`config.mk`:
```
export PLATFORM = sky130hd
export DESIGN_NAME = wb_port_arbiter
export DESIGN_NICKNAME = d
export VERILOG_FILES = /design/src/rtl/wb_pkg.sv /design/src/rtl/wb_resp_fifo.sv /design/src/rtl/wb_port_arbiter.sv
export SDC_FILE = /design/constraint.sdc
export NUM_CORES = 1
export LEC_CHECK = 0
export CORE_MARGIN = 10
export CORE_UTILIZATION = 30
export CTS_CLUSTER_DIAMETER = 40
export DETAILED_ROUTE_END_ITERATION = 7
export PLACE_DENSITY = 0.61
export SKIP_LAST_GASP = 1
export SLEW_MARGIN = 5
export SYNTH_ARGS = -nofsm -noshare
export SYNTH_HDL_FRONTEND = slang
export SYNTH_HIERARCHICAL = 1
export SYNTH_SLANG_ARGS = --single-unit
```
`constraint.sdc`:
```
create_clock -name i_clk -period 5.1 [get_ports i_clk]
set_input_delay 1.275 -clock i_clk [delete_from_list [all_inputs] [get_ports i_clk]]
set_output_delay 1.275 -clock i_clk [all_outputs]
set_load 0.1 [all_outputs]
```
`src/rtl/wb_pkg.sv`:
```
// Shared writeback-select encodings and the write-port grant type.
package wb_pkg;

    localparam logic [1:0] WB_SEL_ALU  = 2'b00;
    localparam logic [1:0] WB_SEL_LOAD = 2'b01;
    localparam logic [1:0] WB_SEL_LINK = 2'b10;
    localparam logic [1:0] WB_SEL_RSVD = 2'b11;

    typedef enum logic [1:0] {
        GNT_NONE,
        GNT_PIPE,
        GNT_ASYNC
    } grant_e;

endpackage

```
`src/rtl/wb_resp_fifo.sv`:
```
// Small circular queue for out-of-order async results; power-of-2 depth, no fall-through.
module wb_resp_fifo #(
    parameter int DEPTH = 2,
    parameter int DW    = 37
) (
    input  logic          i_clk,
    input  logic          i_rst_n,
    input  logic          i_push,
    input  logic [DW-1:0] i_data,
    input  logic          i_pop,
    output logic [DW-1:0] o_data,
    output logic          o_full,
    output logic          o_empty
);

    localparam int PW = $clog2(DEPTH);
    localparam int CW = PW + 1;

    logic [DW-1:0] mem_q [DEPTH];
    logic [PW-1:0] wr_ptr_q, rd_ptr_q;
    logic [CW-1:0] count_q, count_d;
    logic          do_push, do_pop;

    assign o_full  = (count_q == CW'(DEPTH));
    assign o_empty = (count_q == '0);
    assign do_push = i_push && !o_full;
    assign do_pop  = i_pop && !o_empty;
    assign o_data  = mem_q[rd_ptr_q];

    always_comb begin
        count_d = count_q;
        case ({do_push, do_pop})
            2'b10:   count_d = count_q + CW'(1);
            2'b01:   count_d = count_q - CW'(1);
            default: count_d = count_q;
        endcase
    end

    // Pointers wrap naturally because DEPTH is a power of two.
    always_ff @(posedge i_clk or negedge i_rst_n) begin
        if (!i_rst_n) begin
            wr_ptr_q <= '0;
            rd_ptr_q <= '0;
            count_q  <= '0;
        end else begin
            if (do_push) wr_ptr_q <= wr_ptr_q + PW'(1);
            if (do_pop)  rd_ptr_q <= rd_ptr_q + PW'(1);
            count_q <= count_d;
        end
    end

    always_ff @(posedge i_clk) begin
        if (do_push) mem_q[wr_ptr_q] <= i_data;
    end

endmodule

```
`src/rtl/wb_port_arbiter.sv`:
```
// Register-file write-port arbiter: in-order pipe writeback vs queued async results.
// Optional macro WB_FAIRNESS_EN bounds how long an async head can be starved by the pipe.
module wb_port_arbiter
    import wb_pkg::*;
#(
    parameter int WIDTH      = 32,
    parameter int REG_AW     = 5,
    parameter int FIFO_DEPTH = 2,
    parameter int MAX_WAIT   = 4
) (
    input  logic              i_clk,
    input  logic              i_rst_n,
    input  logic              i_pipe_valid,
    input  logic [1:0]        i_pipe_sel,
    input  logic [REG_AW-1:0] i_pipe_rd,
    input  logic [WIDTH-1:0]  i_alu_result,
    input  logic [WIDTH-1:0]  i_memory_data,
    input  logic [WIDTH-1:0]  i_pc,
    output logic              o_pipe_stall,
    input  logic              i_async_valid,
    input  logic [REG_AW-1:0] i_async_rd,
    input  logic [WIDTH-1:0]  i_async_data,
    output logic              o_async_ready,
    output logic              o_rf_we,
    output logic [REG_AW-1:0] o_rf_rd,
    output logic [WIDTH-1:0]  o_rf_wdata,
    output logic              o_async_pending
);

    localparam int PLW = REG_AW + WIDTH;

    logic [PLW-1:0]    head;
    logic [REG_AW-1:0] head_rd;
    logic [WIDTH-1:0]  head_data;
    logic              fifo_full, fifo_empty, push, pop;
    logic [WIDTH-1:0]  pipe_wdata;
    logic              pipe_we, force_async;
    grant_e            grant;

    logic              we_q, we_d;
    logic [REG_AW-1:0] rd_q, rd_d;
    logic [WIDTH-1:0]  wdata_q, wdata_d;

    assign push = i_async_valid && !fifo_full;
    assign pop  = (grant == GNT_ASYNC);

    wb_resp_fifo #(.DEPTH(FIFO_DEPTH), .DW(PLW)) u_fifo (
        .i_clk   (i_clk),
        .i_rst_n (i_rst_n),
        .i_push  (push),
        .i_data  ({i_async_rd, i_async_data}),
        .i_pop   (pop),
        .o_data  (head),
        .o_full  (fifo_full),
        .o_empty (fifo_empty)
    );

    assign head_rd         = head[PLW-1:WIDTH];
    assign head_data       = head[WIDTH-1:0];
    assign o_async_ready   = !fifo_full;
    assign o_async_pending = !fifo_empty;

    always_comb begin
        pipe_wdata = '0;
        case (i_pipe_sel)
            WB_SEL_ALU:  pipe_wdata = i_alu_result;
            WB_SEL_LOAD: pipe_wdata = i_memory_data;
            WB_SEL_LINK: pipe_wdata = i_pc + WIDTH'(4);
            default:     pipe_wdata = '0;
        endcase
    end
    assign pipe_we = (i_pipe_rd != '0) && (i_pipe_sel != WB_SEL_RSVD);

`ifdef WB_FAIRNESS_EN
    logic [7:0] wait_q, wait_d;

    assign force_async  = i_pipe_valid && !fifo_empty && (wait_q == 8'(MAX_WAIT));
    assign o_pipe_stall = i_pipe_valid && (grant != GNT_PIPE);

    always_comb begin
        wait_d = wait_q;
        if (fifo_empty || pop)            wait_d = '0;
        else if (wait_q != 8'(MAX_WAIT))  wait_d = wait_q + 8'd1;
    end

    always_ff @(posedge i_clk or negedge i_rst_n) begin
        if (!i_rst_n) wait_q <= '0;
        else          wait_q <= wait_d;
    end
`else
    assign force_async  = 1'b0;
    assign o_pipe_stall = 1'b0;
`endif

    always_comb begin
        grant = GNT_NONE;
        if (force_async)       grant = GNT_ASYNC;
        else if (i_pipe_valid) grant = GNT_PIPE;
        else if (!fifo_empty)  grant = GNT_ASYNC;
    end

    // x0 and reserved-select requests are consumed but never raise the write enable.
    always_comb begin
        we_d    = 1'b0;
        rd_d    = rd_q;
        wdata_d = wdata_q;
        case (grant)
            GNT_PIPE: begin
                we_d    = pipe_we;
                rd_d    = i_pipe_rd;
                wdata_d = pipe_wdata;
            end
            GNT_ASYNC: begin
                we_d    = (head_rd != '0);
                rd_d    = head_rd;
                wdata_d = head_data;
            end
            default: we_d = 1'b0;
        endcase
    end

    always_ff @(posedge i_clk or negedge i_rst_n) begin
        if (!i_rst_n) begin
            we_q    <= 1'b0;
            rd_q    <= '0;
            wdata_q <= '0;
        end else begin
            we_q    <= we_d;
            rd_q    <= rd_d;
            wdata_q <= wdata_d;
        end
    end

    assign o_rf_we    = we_q;
    assign o_rf_rd    = rd_q;
    assign o_rf_wdata = wdata_q;

endmodule

```
**Word level (Yosys, flattened, before mapping)**

Memory sizes are Yosys's and may differ from the RTL's.
Cells that the tools add are included.
W data, S select, Z words.

- Reduce and logical (&&, ||, !) cells: 12
- Eq/ne operators: 8
- Muxes and demuxes: 9
- $add $sub $neg: 5

Operators with widths:

| kind | count |
|---|---|
| $pmux W32 S3 | 1 |
| $pmux W32 S2 | 1 |
| $add A32 B3 Y32 const B | 1 |
| $pmux W5 S2 | 1 |
| $reduce_bool A5 Y1 | 2 |
| $eq A2 B2 Y1 const B | 4 |
| $eq A2 B1 Y1 const B | 3 |
| $logic_and A1 B1 Y1 | 4 |
| $logic_not A2 Y1 | 2 |
| $mux W2 | 2 |
| $pmux W2 S2 | 1 |
| $reduce_bool A2 Y1 | 2 |
| $add A1 B1 Y1 const B | 2 |
| $add A2 B1 Y2 const B | 1 |
| $logic_not A1 Y1 | 2 |
| $mux W1 | 2 |
| $ne A2 B2 Y1 const B | 1 |
| $pmux W1 S2 | 1 |
| $sub A2 B1 Y2 const B | 1 |

- Word-level logic and storage cells: 41
- Memory bits (writable): 74
- Bits of input ports: 144
- Bits in registers: 42
- Output and inout bits: 41
- Memories: 1

Memory list:

| name | words | width | rd ports | clocked after memory_dff | wr ports | RTL line | RTL |
|---|---|---|---|---|---|---|---|
| u_fifo.mem_q | 2 | 37 | 1 | 0 | 1 | wb_resp_fifo.sv:19 | `logic [DW-1:0] mem_q [DEPTH];` |

**Longest topological paths before layout**

- Word-level depth: 7
- Mapped depth: 9
- Depth with buffers taken out: 8

**Modules after synthesis**

The synthesis kept the hierarchy.

Modules (own cells, without submodules):

| module | seq. area each (um^2) | area each (um^2) | times used | cells each |
|---|---|---|---|---|
| wb_port_arbiter | 950.9 | 3025.4 | 1 | 345 |
| wb_resp_fifo | 2322.2 | 2949.1 | 1 | 133 |

**Worst setup path after synthesis**

No wires, ideal clock.

- Kind: input to register
- From: in i_async_valid
- To: mem u_fifo.mem_q[0][0] (enable)
- Required time: 4669 ps
- Cell stages on the path: 3
- Arrival time: 3084 ps
- Buffers on the path: 0
- Library setup time: 431 ps
- Path slack: 1585 ps
- Path through: nor2b_1 -> nand2_1 -> nor2_1

- Word-level cells in the longest chain between the ends: 4

Ends and longest elaborated chain:

| element | RTL line | RTL |
|---|---|---|
| start: declaration | wb_port_arbiter.sv:20 | `input logic i_async_valid,` |
| $logic_and A1 B1 Y1 | wb_port_arbiter.sv:44 | `assign push = i_async_valid && !fifo_full;` |
| $logic_and A1 B1 Y1 | wb_resp_fifo.sv:26 | `assign do_push = i_push && !o_full;` |
| $mux W1 | wb_resp_fifo.sv:53 | `if (do_push) mem_q[wr_ptr_q] <= i_data;` |
| $mux W1 (implied by the code) | wb_resp_fifo.sv:53 |  |
| end: declaration | wb_resp_fifo.sv:19 |  |

Every way passes these cells.

**Worst setup path after layout**

- From: reg u_fifo.count_q[0]
- To: out o_async_ready

- Word-level cells in the longest chain between the ends: 2

Ends and longest elaborated chain:

| element | RTL line | RTL |
|---|---|---|
| start: declaration | wb_resp_fifo.sv:21 | `logic [CW-1:0] count_q, count_d;` |
| start signal: assignment | wb_resp_fifo.sv:48 | `count_q <= count_d;` |
| $eq A2 B2 Y1 | wb_resp_fifo.sv:24 | `assign o_full = (count_q == CW'(DEPTH));` |
| named net fifo_full | wb_port_arbiter.sv:35 | `logic fifo_full, fifo_empty, push, pop;` |
| $logic_not A1 Y1 | wb_port_arbiter.sv:60 | `assign o_async_ready = !fifo_full;` |
| end: declaration | wb_port_arbiter.sv:23 | `output logic o_async_ready,` |

The timed path passes the listed nets, and every way through them passes these cells.

==> impl_metrics.py <==
metrics = {
    "status": {
        "status": "finished, final reports clean",
    },
    "worst_setup_path": {
        "slowest_delay_ns": 1.13,
        "start_kind": "register",
        "worstPathCellList": "nand2b_1, inv_1, inv_1, clkdlybuf4s50_1",
        "cp-end-kind": "primary output",
        "critical_path_class": "reg -> out",
        "cp_max_fo": 4,
        "arrival_ns": 2.30,
        "critPathSlowestCell": "clkdlybuf4s50_1",
        "cp_common_cell": "inv_1",
        "critical_path_required_ns": 3.83,
    },
    "floorplan": {
        "core_area_mm2": 0.0195,
        "die_x_um": 161,
        "num_rows": 51,
        "die_area_mm2": 0.0260,
        "die_h_um": 161,
        "num_io_pins": 185,
        "start_util_pct": 30.6,
    },
    "place": {
        "dpl_cell_area_mm2": 0.00806,
        "gp_congestion": 0.831,
        "hpwl_um": 13900,
        "port_buffers": 183,
        "placedCellCount": 905,
    },
    "yosys": {
        "yosysUniqueCellTypes": 42,
        "syn-num-nets": 624,
        "synthTopCellsByArea": "edfxtp_1 (37%), dfrtp_1 (18%), mux2_2 (6.8%)",
        "synth_top_area_share_pct": 37.2,
        "ys_warn_count": 6,
        "async_flop_share_pct": 36.2,
        "synth_common_cells": "edfxtp_1 (74), nand2_1 (43), dfrtp_1 (42)",
        "synth_area_mm2": 0.00597,
        "yosysTopAreaCell": "edfxtp_1",
        "syn_inst": 478,
        "yosysMostFrequentCell": "edfxtp_1",
        "syn_avg_cell_area_um2": 12.5,
        "ys.flop_type": "edfxtp_1",
        "synth_edf_count": 74,
        "ys_ff_latch": 116,
        "seq_area_frac_synth_pct": 54.8,
    },
    "global_routing": {
        "track_usage_pct": 14.1,
        "grt_pass1_vias": 4842,
        "antenna_found_initial": 2,
        "grt_pass1_wl_um": 28200,
        "grt_max_degree": 43,
        "gr-total-overflow": 0,
    },
    "timing": {
        "slew_headroom_pct": 16.9,
        "slew_violations": 0,
        "skew_ns": 0.00635,
        "setup_tns_ns": 0,
        "fin_crit_sh_pct": 70.1,
        "hold_viol_final": 0,
        "rsz0062_at_grt": "no",
        "setup_viol": 0,
        "fmax_mhz": 280,
        "tightest_slew_ns": 1.24,
        "finalCriticalPeriod_ns": 3.58,
    },
    "power_and_ir_drop": {
        "vdd_drop_max_mv": 0.283,
        "power_density_mw_per_mm2": 554,
        "p_total_w": 0.00481,
        "p_leak_nw": 3.18,
    },
    "drt": {
        "drt-initial-drc-count": 242,
        "num_vias": 4484,
        "vias_per_cell": 4.78,
        "antenna_left": 0,
        "wl_per_cell_um": 19.6,
        "finalWirelength_um": 18400,
        "drc": 0,
        "drt_first_pass_iters": 4,
    },
    "final_layout": {
        "multi_input_area_mm2": 0.00254,
        "stdcell_area_mm2": 0.00868,
        "instances_no_fill": 939,
        "final_core_util_pct": 44.5,
        "final_nets": 805,
        "fillers": 1836,
        "drive_gt1_share_pct": 16.8,
        "regArea_mm2": 0.00327,
        "syn2layout_area_growth_pct": 45.3,
    },
    "worst_hold_path": {
        "min_path_type": "reg -> reg",
    },
    "clock_tree": {
        "cts_setup_buffers": 0,
        "worstSkewPairLatency_ns": 0.42,
        "root_buffer": "clkbuf_16",
        "cts_tree": "done",
        "clockBufferDepth": 2,
        "numCtsBuffers": 17,
        "htree_levels": 4,
        "cts_resized": 0,
        "clkSinkCount": 116,
        "path_clk_slew_ns": 0.05,
        "cts-hold-fix-buffers": 0,
    },
    "run": {
        "drv_cap": 0,
    },
}
## metrics by stage
stage               setup WS (ns)  hold slack, ns
global placement             1.66           0.531
finish                       1.52           0.553
detailed placement           1.53           0.543
floorplan                    1.59           0.461
CTS                          1.49           0.550
global route                 1.44           0.581
## registers in the layout (all words and copies together), names as in the netlist
name	flops
u_fifo/rd_ptr_q	1
u_fifo/mem_q	74
u_fifo/count_q	2
o_rf_rd	5
o_rf_wdata	32
o_rf_we	1
u_fifo/wr_ptr_q	1
## path summary, 6_finish.rpt
check	startpoint	end	slack (ns)	cells past startpoint
max in group asynchronous	i_rst_n	u_fifo/rd_ptr_q	3.72	2
setup reg to reg	u_fifo/count_q[0]	u_fifo/mem_q[0][26]	2.76	5
hold reg to reg	u_fifo/count_q[1]	u_fifo/count_q[1]	0.55	1
hold / removal	u_fifo/count_q[1]	u_fifo/count_q[1]	0.55	1
setup / recovery	u_fifo/count_q[0]	o_async_ready	1.52	4
min in group asynchronous	i_rst_n	o_rf_wdata[1]	0.92	2
## area by class of cell
class / count / area share (%)
diodes: 2 / 0.0576
inverters: 9 / 0.389
clock inverters: 11 / 1.82
flip-flops and latches: 116 / 37.7
clock buffers: 21 / 5.30
repair buffers: 191 / 21.6
well taps: 265 / 3.82
multi-input cells: 324 / 29.3
## routing by layer
metal | share of wire (%) | GRT usage, % | wire (um)
met5 | 0 | 0 | 0
met4 | 1.2 | 4.01 | 225
met3 | 6.1 | 4.96 | 1120
met2 | 51 | 24.0 | 9360
met1 | 42 | 16.5 | 7740
## logic make-up after synthesis
kind of cell             count (synthesis)  share of synthesized area (%)
AO/OA/AOI/OAI                           72                           8.36
adder cells (fa/ha/maj)                  2                          0.419
other                                    1                         0.0628
AND/OR/NAND/NOR                        122                           10.4
multiplexers                            94                           18.2
flip-flops                             116                           54.8
XOR/XNOR                                33                           4.84
buffers and inverters                   38                           2.93
## power by group
group	leakage, nW	total (W)	switching [W]	internal [W]
Combinational	1.70	0.00211	0.00138	0.000724
Sequential	1.19	0.00145	0.000162	0.00129
Clock	0.298	0.00125	0.000411	0.000836
Total	3.18	0.00481	0.00195	0.00285
## cell usage in the layout, fill, tap and decap left out, drive strengths merged, types with 2 or more instances in the layout
master / count
clkdlybuf4s50: 180
diode: 2
nand3: 20
a311o: 2
o221ai: 17
mux2i: 38
dfrtp: 42
and3: 3
xnor2: 10
nor3: 4
bufinv: 4
nor2b: 10
clkinv: 5
nand4: 10
buf: 11
nor2: 23
edfxtp: 74
nor4: 5
a21oi: 15
ha: 2
mux2: 56
a211oi: 6
clkinvlp: 2
xor2: 23
clkbuf: 21
nand2: 43
o21ai: 28
inv: 9
or4: 2
o22ai: 3
## worst max-delay path: cells and delay by family, from the launching register on
kind | cells | cell delay (ns)
buffers and inverters | 3 | 1.24
flip-flops | 1 | 0.46
AND/OR/NAND/NOR | 1 | 0.18
Note: power is estimated with default switching activity, not from simulation.
